[config.mk]
export PLATFORM = sky130hd
export DESIGN_NAME = uart_rx
export DESIGN_NICKNAME = d
export VERILOG_FILES = /design/src/rtl/uart_rx.sv
export SDC_FILE = /design/constraint.sdc
export NUM_CORES = 1
export LEC_CHECK = 0
export BUFFER_PORTS_ARGS = -buffer_cell sky130_fd_sc_hd__buf_2
export CORE_ASPECT_RATIO = 1.2
export CORE_MARGIN = 1
export CORE_UTILIZATION = 30
export CTS_BUF_LIST = sky130_fd_sc_hd__clkbuf_4
export CTS_CLUSTER_SIZE = 24
export DETAILED_ROUTE_END_ITERATION = 8
export GPL_ROUTABILITY_DRIVEN = 0
export GPL_TIMING_DRIVEN = 0
export PLACE_DENSITY = 0.47
export SETUP_SLACK_MARGIN = 0.4
export SLEW_MARGIN = 40
export SYNTH_ARGS = -nofsm -noshare
export SYNTH_HDL_FRONTEND = slang
export SYNTH_SLANG_ARGS = --single-unit
[constraint.sdc]
create_clock -name clk -period 4.82 [get_ports clk]
set_input_delay 0.482 -clock clk [delete_from_list [all_inputs] [get_ports clk]]
set_output_delay 0.482 -clock clk [all_outputs]
set_load 0.1 [all_outputs]
[src/rtl/uart_rx.sv]
// UART receiver: 2-flop input synchronizer, PRESCALE-times oversampling with a
// 3-sample majority vote around mid-bit, optional even/odd parity, stop check.
module uart_rx #(
  parameter int WIDTH    = 8,
  parameter int PRESCALE = 8
) (
  input  logic             clk,
  input  logic             rst,
  input  logic             RX_IN,
  input  logic             par_en,
  input  logic             PAR_TYP,
  output logic [WIDTH-1:0] P_DATA,
  output logic             data_valid,
  output logic             par_err,
  output logic             stp_err
);

  localparam int CW = $clog2(PRESCALE);
  localparam int BW = (WIDTH > 1) ? $clog2(WIDTH) : 1;

  localparam logic [CW-1:0] CNT_LAST = CW'(PRESCALE - 1);
  localparam logic [CW-1:0] SMP_A    = CW'(PRESCALE / 2 - 1);
  localparam logic [CW-1:0] SMP_B    = CW'(PRESCALE / 2);
  localparam logic [CW-1:0] SMP_C    = CW'(PRESCALE / 2 + 1);
  localparam logic [BW-1:0] BIT_LAST = BW'(WIDTH - 1);

  typedef enum logic [2:0] {
    IDLE,
    START,
    DATA,
    PARITY,
    STOP
  } state_t;

  function automatic logic maj3(input logic a, input logic b, input logic c);
    return (a & b) | (a & c) | (b & c);
  endfunction

  function automatic logic exp_parity(input logic [WIDTH-1:0] d, input logic odd);
    return odd ? ~^d : ^d;
  endfunction

  logic             rx_meta_q, rx_meta_d;
  logic             rx_s_q,    rx_s_d;
  logic             rx_prev_q, rx_prev_d;
  state_t           state_q,   state_d;
  logic [CW-1:0]    edge_cnt_q, edge_cnt_d;
  logic [BW-1:0]    bit_cnt_q,  bit_cnt_d;
  logic [WIDTH-1:0] shift_q,   shift_d;
  logic             smp_a_q,   smp_a_d;
  logic             smp_b_q,   smp_b_d;
  logic             perr_q,    perr_d;
  logic             pen_q,     pen_d;
  logic             ptyp_q,    ptyp_d;
  logic [WIDTH-1:0] p_data_q,  p_data_d;
  logic             dv_q,      dv_d;
  logic             pe_q,      pe_d;
  logic             se_q,      se_d;

  logic at_dec;
  logic at_wrap;
  logic bit_val;

  assign at_dec  = (edge_cnt_q == SMP_C);
  assign at_wrap = (edge_cnt_q == CNT_LAST);
  assign bit_val = maj3(smp_a_q, smp_b_q, rx_s_q);

  always_comb begin
    rx_meta_d  = RX_IN;
    rx_s_d     = rx_meta_q;
    rx_prev_d  = rx_s_q;
    state_d    = state_q;
    edge_cnt_d = edge_cnt_q;
    bit_cnt_d  = bit_cnt_q;
    shift_d    = shift_q;
    smp_a_d    = smp_a_q;
    smp_b_d    = smp_b_q;
    perr_d     = perr_q;
    pen_d      = pen_q;
    ptyp_d     = ptyp_q;
    p_data_d   = p_data_q;
    dv_d       = 1'b0;
    pe_d       = 1'b0;
    se_d       = 1'b0;

    if (state_q != IDLE) begin
      edge_cnt_d = at_wrap ? '0 : edge_cnt_q + CW'(1);
      if (edge_cnt_q == SMP_A) smp_a_d = rx_s_q;
      if (edge_cnt_q == SMP_B) smp_b_d = rx_s_q;
    end

    case (state_q)
      IDLE: begin
        // The cycle that sees the falling edge is sample 0 of the start bit,
        // so the first START cycle already counts 1.
        if (rx_prev_q && !rx_s_q) begin
          state_d    = START;
          edge_cnt_d = CW'(1);
          bit_cnt_d  = '0;
          perr_d     = 1'b0;
          pen_d      = par_en;
          ptyp_d     = PAR_TYP;
        end
      end
      START: begin
        if (at_dec && bit_val) begin
          state_d    = IDLE;
          edge_cnt_d = '0;
        end else if (at_wrap) begin
          state_d   = DATA;
          bit_cnt_d = '0;
        end
      end
      DATA: begin
        if (at_dec) shift_d[bit_cnt_q] = bit_val;
        if (at_wrap) begin
          if (bit_cnt_q == BIT_LAST) state_d = pen_q ? PARITY : STOP;
          else                       bit_cnt_d = bit_cnt_q + BW'(1);
        end
      end
      PARITY: begin
        if (at_dec) perr_d = (bit_val != exp_parity(shift_q, ptyp_q));
        if (at_wrap) state_d = STOP;
      end
      STOP: begin
        // Leave at mid-stop so a back-to-back start edge is not missed.
        if (at_dec) begin
          state_d    = IDLE;
          edge_cnt_d = '0;
          if (bit_val) begin
            if (perr_q) begin
              pe_d = 1'b1;
            end else begin
              dv_d     = 1'b1;
              p_data_d = shift_q;
            end
          end else begin
            se_d = 1'b1;
            pe_d = perr_q;
          end
        end
      end
      default: begin
        state_d    = IDLE;
        edge_cnt_d = '0;
      end
    endcase
  end

  always_ff @(posedge clk or negedge rst) begin
    if (!rst) begin
      rx_meta_q  <= 1'b1;
      rx_s_q     <= 1'b1;
      rx_prev_q  <= 1'b1;
      state_q    <= IDLE;
      edge_cnt_q <= '0;
      bit_cnt_q  <= '0;
      shift_q    <= '0;
      smp_a_q    <= 1'b1;
      smp_b_q    <= 1'b1;
      perr_q     <= 1'b0;
      pen_q      <= 1'b0;
      ptyp_q     <= 1'b0;
      p_data_q   <= '0;
      dv_q       <= 1'b0;
      pe_q       <= 1'b0;
      se_q       <= 1'b0;
    end else begin
      rx_meta_q  <= rx_meta_d;
      rx_s_q     <= rx_s_d;
      rx_prev_q  <= rx_prev_d;
      state_q    <= state_d;
      edge_cnt_q <= edge_cnt_d;
      bit_cnt_q  <= bit_cnt_d;
      shift_q    <= shift_d;
      smp_a_q    <= smp_a_d;
      smp_b_q    <= smp_b_d;
      perr_q     <= perr_d;
      pen_q      <= pen_d;
      ptyp_q     <= ptyp_d;
      p_data_q   <= p_data_d;
      dv_q       <= dv_d;
      pe_q       <= pe_d;
      se_q       <= se_d;
    end
  end

  assign P_DATA     = p_data_q;
  assign data_valid = dv_q;
  assign par_err    = pe_q;
  assign stp_err    = se_q;

endmodule

==> impl_metrics.yaml, run 1 <==
logic_synthesis:
  ys_ff_latch: 36
  synth_cells: 165
  syn_area_per_cell_um2: 11.3
  synth_edf_count: 0
  async_reset_ff_share_pct: 100
  synth_area_leaders: "dfrtp_1 (42%), mux2_2 (14%), dfstp_2 (7.0%)"
  ys_types: 43
  ys.flop_type: "dfrtp_1"
  synth_top_cell_area_share_pct: 41.6
  syn-num-nets: 177
  yosysSeqAreaShare_pct: 48.6
  yosys.area.top_type: "dfrtp_1"
  yosys_warnings: 0
  synth_area_um2: 1870
floorplanning:
  die-area_um2: 6540
  die_h_um: 88.4
  start_util_pct: 31.0
  core_um2: 6010
  rows: 31
  ios: 16
  die_x_um: 74.0
global_routing:
  first_global_vias: 1282
  grt_overflow: 0
  track_usage_pct: 12.4
  antenna_found_initial: 0
  grt_max_degree: 37
  grt_pass1_wl_um: 6170
power_and_ir_drop:
  p_sw_share_pct: 38.2
  ir_drop_v: 0.000225
  switchingPower_mw: 0.360
  p_leak_nw: 1.00
  sequentialPowerShare_pct: 43.1
  internal_power_mw: 0.582
  powerDensity_nw_per_um2: 448
  power_frac_comb_pct: 39.5
  clkPwrFrac_pct: 17.4
  power.total_mw: 0.942
setup_path:
  rr_worst_depth: 7
  cpMaxStageDelayCell: "dfrtp_1"
  path_cells: "inv_1, ha_1, and2_2, clkbuf_1, nand2_1, nor3_1, mux2_2"
  worst-endpoint-arrival_ns: 2.23
  cpPeakStageDelay_ns: 0.42
  regToRegSetupSlack_ns: 2.82
  cp_top_family: "simple AND/OR/NAND/NOR gates"
  critPathMaxFanout: 8
  path_buf_inv: 2
  required_ns: 5.05
  reg2reg_to: "shift_q[5]"
  cp-end-kind: "flip-flop"
  start_kind: "flip-flop"
  r2r-start: "edge_cnt_q[1]"
  path_class: "reg -> reg"
drt:
  ant_nets: 0
  routedWlPerCell_um: 13.5
  dr.first_iter.drc_count: 74
  num_vias: 1297
  remaining_drc_errors: 2
  vias_per_cell: 4.80
  routed_wl_um: 3640
  first_pass_iters: 6
cts:
  cts_sinks: 36
  cts_resized: 0
  cts-root-buf: "clkbuf_4"
  hold_buffers: 0
  clock_path_buffers: 2
  numCtsBuffers: 5
  clk_pin_slew_ns: 0.11
  clk_latency_ns: 0.34
  post-cts-setup-buffer-count: 0
  cts_tree: "done"
  h-tree-depth: 2
min_path:
  min_path_type: "in -> async"
sta:
  period_minus_slack_ns: 2.00
  fin_crit_sh_pct: 41.6
  rsz0062_at_grt: "false"
  hold_slack_ns: 0.0825
  hold_viol_final: 0
  setup_tns_ns: 0
  skew_ns: 0.00801
  drv_slew: 0
  relSlewSlack_pct: 62.3
  fmax_ghz: 0.499
  tightest_slew_ns: 0.557
  setup_viol: 0
place:
  dpl.hpwl_um: 2610
  dpl_cell_area_um2: 2040
  placement.io_buffers: 15
finish:
  drive_gt1_share_pct: 31.4
  final_common_cell: "dfrtp_1"
  num-fill-cells: 600
  fin_nets: 199
  final_cell_mix: "dfrtp_1 (31), mux2_2 (23), buf_2 (16)"
  diodes: 0
  areaGrowthSynthToFinish_pct: 12.7
  finalInstanceArea_um2: 2100
run_status:
  status: "complete, but fails checks"
  violations: "DRC"
job:
  max_cap_viol_count: 0
cell type report:
class	count	area, µm²	share of cell area (%)
inverter	10	37.5	1.79
timing repair buffer	15	77.6	3.69
multi-input combinational	111	881	41.9
buffer	8	40.0	1.90
sequential	36	907	43.2
tap	82	103	4.88
clock inverter	2	11.3	0.536
clock buffer	6	45.0	2.14
cells in the mapped netlist (2+ instances only):
cell / n
nor4b_1: 2
nand2_1: 12
a21oi_1: 4
nor2b_1: 3
dfrtp_1: 31
mux2_2: 23
nor3_1: 5
o21ai_0: 7
nand3_1: 7
and3_1: 2
ha_1: 7
inv_1: 10
nor4_1: 2
dfstp_2: 5
xnor2_1: 6
nor2_1: 6
clkbuf_1: 5
nand4_1: 2
buf_2: 2
worst max path at each step:
| stage | from | end | slack [ns] | cells past startpoint |
|---|---|---|---|---|
| after floorplan | edge_cnt_q[1] | P_DATA[0] | 3.14 | 6 |
| after global placement | edge_cnt_q[1] | shift_q[5] | 2.91 | 7 |
| after detailed placement | edge_cnt_q[1] | shift_q[5] | 2.85 | 7 |
| after CTS | edge_cnt_q[1] | shift_q[5] | 2.83 | 7 |
| after global routing | edge_cnt_q[1] | shift_q[5] | 2.68 | 7 |
| final | edge_cnt_q[1] | shift_q[5] | 2.82 | 7 |
cell families (layout without fill, tap and decap cells):
family,count (synthesis),in the layout,synth area share (%)
AND/OR/NAND/NOR,52,52,16.6
AO/OA/AOI/OAI,20,20,6.98
flip-flops,36,36,48.6
adder cells (fa/ha/maj),8,8,5.30
buffers and inverters,18,41,4.16
multiplexers,23,23,13.9
XOR/XNOR,8,8,4.49
power by group through the flow:
stage | registers, mW | clock network (mW) | logic, mW
floorplan | 0.402 | 0 | 0.288
global placement | 0.410 | 0 | 0.365
detailed placement | 0.413 | 0 | 0.374
CTS | 0.406 | 0.173 | 0.377
global route | 0.414 | 0.188 | 0.416
finish | 0.406 | 0.164 | 0.372
worst reg2reg max path: cells and delay by family (launching register included):
| family | cells | cell delay [ns] |
|---|---|---|
| buf+inv | 2 | 0.41 |
| simple gates | 3 | 0.52 |
| flops | 1 | 0.42 |
| fa+ha+maj | 1 | 0.19 |
| mux | 1 | 0.36 |
sequential cells by signal, summed over array words and instances (netlist names), 3 cells and up:
register / count
P_DATA: 8
state_q: 3
edge_cnt_q: 3
bit_cnt_q: 3
shift_q: 8
layer usage:
metal / up-vias / GRT usage, % / share of wire (%)
li1: 624 / - / -
met1: 646 / 15.5 / 46
met2: 21 / 20.6 / 50
met3: 6 / 3.53 / 3.4
met4: 0 / 4.02 / 1.3
met5: - / 0 / 0
stage by stage:
stage	cells	util, %	worst slack (ns)
4_1_cts	270	34.9	2.83
6_report	270	35.0	2.82
3_5_place_dp	262	34.0	2.85
5_1_grt	270	35.0	2.68
3_3_place_gp	262	34.0	2.91
2_1_floorplan	165	-	3.14
Note: power is estimated with default switching activity, not from simulation.
==> inputs of run 2 (changes only) <==
--- a/config.mk
+++ b/config.mk
@@ -14,7 +14,7 @@
 export DETAILED_ROUTE_END_ITERATION = 8
 export GPL_ROUTABILITY_DRIVEN = 0
 export GPL_TIMING_DRIVEN = 0
-export PLACE_DENSITY = 0.47
+export PLACE_DENSITY = 0.48
 export SETUP_SLACK_MARGIN = 0.4
 export SLEW_MARGIN = 40
 export SYNTH_ARGS = -nofsm -noshare
==> constraint.sdc (replaced) <==
create_clock -name clk -period 1.7 [get_ports clk]
set_input_delay 0.17 -clock clk [delete_from_list [all_inputs] [get_ports clk]]
set_output_delay 0.17 -clock clk [all_outputs]
set_load 0.1 [all_outputs]
==> run 2 against run 1 <==
Effect of this change: clock-buffer cell count rose by 2; core utilization rose by 12 points; cell count rose by 12%; highest routed layer unchanged; the flow finishes with violations (setup timing); critical endpoint is now bit_cnt_q[1]; largest power group is now combinational cells; largest cell class is now multi-input gates; power rose to 4.0 times the previous value; sequential power rose to 2.9 times the previous value; setup slack got worse by 2.9 ns; critical path type unchanged.
==> impl_metrics.yaml, run 2 (same netlist as run 1, synthesis figures left out) <==
run_status:
  status: "complete, but fails checks"
  violations: "setup timing"
setup_path:
  path_class: "reg -> reg"
  cp_top_family: "flip-flops"
  critPathMaxFanout: 5
  regToRegSetupSlack_ns: -0.06
  path_cells: "ha_2, ha_4, nor2b_1, o2111a_2, mux2_4"
  cpMaxStageDelayCell: "dfrtp_1"
  r2r-start: "edge_cnt_q[0]"
  cpPeakStageDelay_ns: 0.40
  worst-endpoint-arrival_ns: 2.00
  rr_worst_depth: 5
  path_buf_inv: 0
  required_ns: 1.94
  reg2reg_to: "bit_cnt_q[1]"
  start_kind: "flip-flop"
  cp-end-kind: "flip-flop"
sta:
  fin_crit_sh_pct: 103
  period_minus_slack_ns: 1.76
  rsz0062_at_grt: "true"
  setup_slack_ns: -0.0587
  tightest_slew_ns: 0.456
  hold_viol_final: 0
  relSlewSlack_pct: 69.6
  drv_slew: 0
  fmax_ghz: 0.569
  skew_ns: 0.00955
  setup_tns_ns: -0.260
  setup_viol: 8
finish:
  areaGrowthSynthToFinish_pct: 50.2
  fin_nets: 231
  finalInstanceArea_um2: 2800
  drive_gt1_share_pct: 60.9
  finish.utilization_pct: 46.6
  final_cell_mix: "dfrtp_1 (29), buf_4 (27), clkbuf_4 (13)"
  diodes: 0
  final_common_cell: "dfrtp_1"
place:
  placement.io_buffers: 15
  dpl.hpwl_um: 2750
  dpl_worst_slack_ns: -0.182
  dpl_cell_area_um2: 2150
global_routing:
  grt_overflow: 0
  grt_max_degree: 37
  antenna_found_initial: 0
  grt_pass1_wl_um: 7210
  first_global_vias: 1506
  track_usage_pct: 15.0
drt:
  ant_nets: 0
  remaining_drc_errors: 0
  dr.first_iter.drc_count: 41
  routedWlPerCell_um: 15.0
  vias_per_cell: 4.78
  num_vias: 1445
  first_pass_iters: 4
  routed_wl_um: 4540
floorplanning:
  start_util_pct: 31.0
  rows: 31
  core_um2: 6010
  die_h_um: 88.4
  ios: 16
  die_x_um: 74.0
  die-area_um2: 6540
cts:
  clock_path_buffers: 2
  cts_sinks: 36
  h-tree-depth: 2
  clk_latency_ns: 0.34
  clk_pin_slew_ns: 0.11
  cts-root-buf: "clkbuf_4"
  numCtsBuffers: 5
  cts_tree: "done"
power_and_ir_drop:
  p_leak_nw: 1.30
  powerDensity_nw_per_um2: 1340
  ir_drop_v: 0.000752
min_path:
  hold-path-endpoint: "pen_q"
  hp-start: "par_en"
  hold_depth: 2
  min_path_type: "in -> reg"
job:
  max_cap_viol_count: 0
==> run 2: changes by cell type in the layout (fill, tap and decap cells not counted), sizes merged <==
| cell | change |
|---|---|
| buf | +26 |
| clkbuf | +5 |
| dlygate4sd3 | +2 |
| clkinv | -1 |
| clkinvlp | -1 |
| nand3b | +1 |
==> run 2: worst max path at each step <==
stage | endpoint | slack, ns | from | cells past startpoint
floorplan | P_DATA[0] | 0.04 | edge_cnt_q[1] | 6
global placement | bit_cnt_q[2] | -0.14 | edge_cnt_q[0] | 6
detailed placement | bit_cnt_q[1] | -0.18 | edge_cnt_q[0] | 6
CTS | P_DATA[0] | -0.04 | edge_cnt_q[1] | 6
global route | bit_cnt_q[0] | -0.10 | edge_cnt_q[0] | 5
finish | bit_cnt_q[1] | -0.06 | edge_cnt_q[0] | 5
==> run 2: through the flow <==
| step | hold WS, ns | power, mW | instances |
|---|---|---|---|
| finish | 0.0620 | 3.75 | 302 |
| global route | 0.0423 | 3.98 | 302 |
| CTS | 0.0494 | 3.42 | 287 |
| detailed placement | 0.278 | 2.38 | 262 |
| global placement | 0.277 | 2.36 | 262 |
| floorplan | -0.126 | 2.12 | 165 |
==> run 2: timing repair <==
action                                 CTS  global route
cloned                                   1             0
setup endpoints to repair               39            38
endpoints found under the hold margin   32             0
hold buffers                             2             0
pin swaps                               10            12
resized for setup                       49            32
setup buffers                           14            15
==> run 2: power breakdown <==
part           internal, mW  switching [mW]
Combinational          1.11           0.981
Clock                 0.213           0.272
Sequential             1.03           0.144
Total                  2.35            1.40
==> run 2: cell type report <==
cell class | count | area [µm²]
timing repair buffer | 46 | 385
buffer | 8 | 103
sequential | 36 | 910
multi-input combinational | 112 | 1200
tap | 82 | 103
clock buffer | 8 | 60.1
fill | 543 | 3210
inverter | 10 | 37.5
==> run 2: metal layers <==
metal,global-route usage (%),wire [µm]
met5,0,0
met3,2.51,103
met4,8.74,56
met2,25.7,2450
met1,17.6,1940
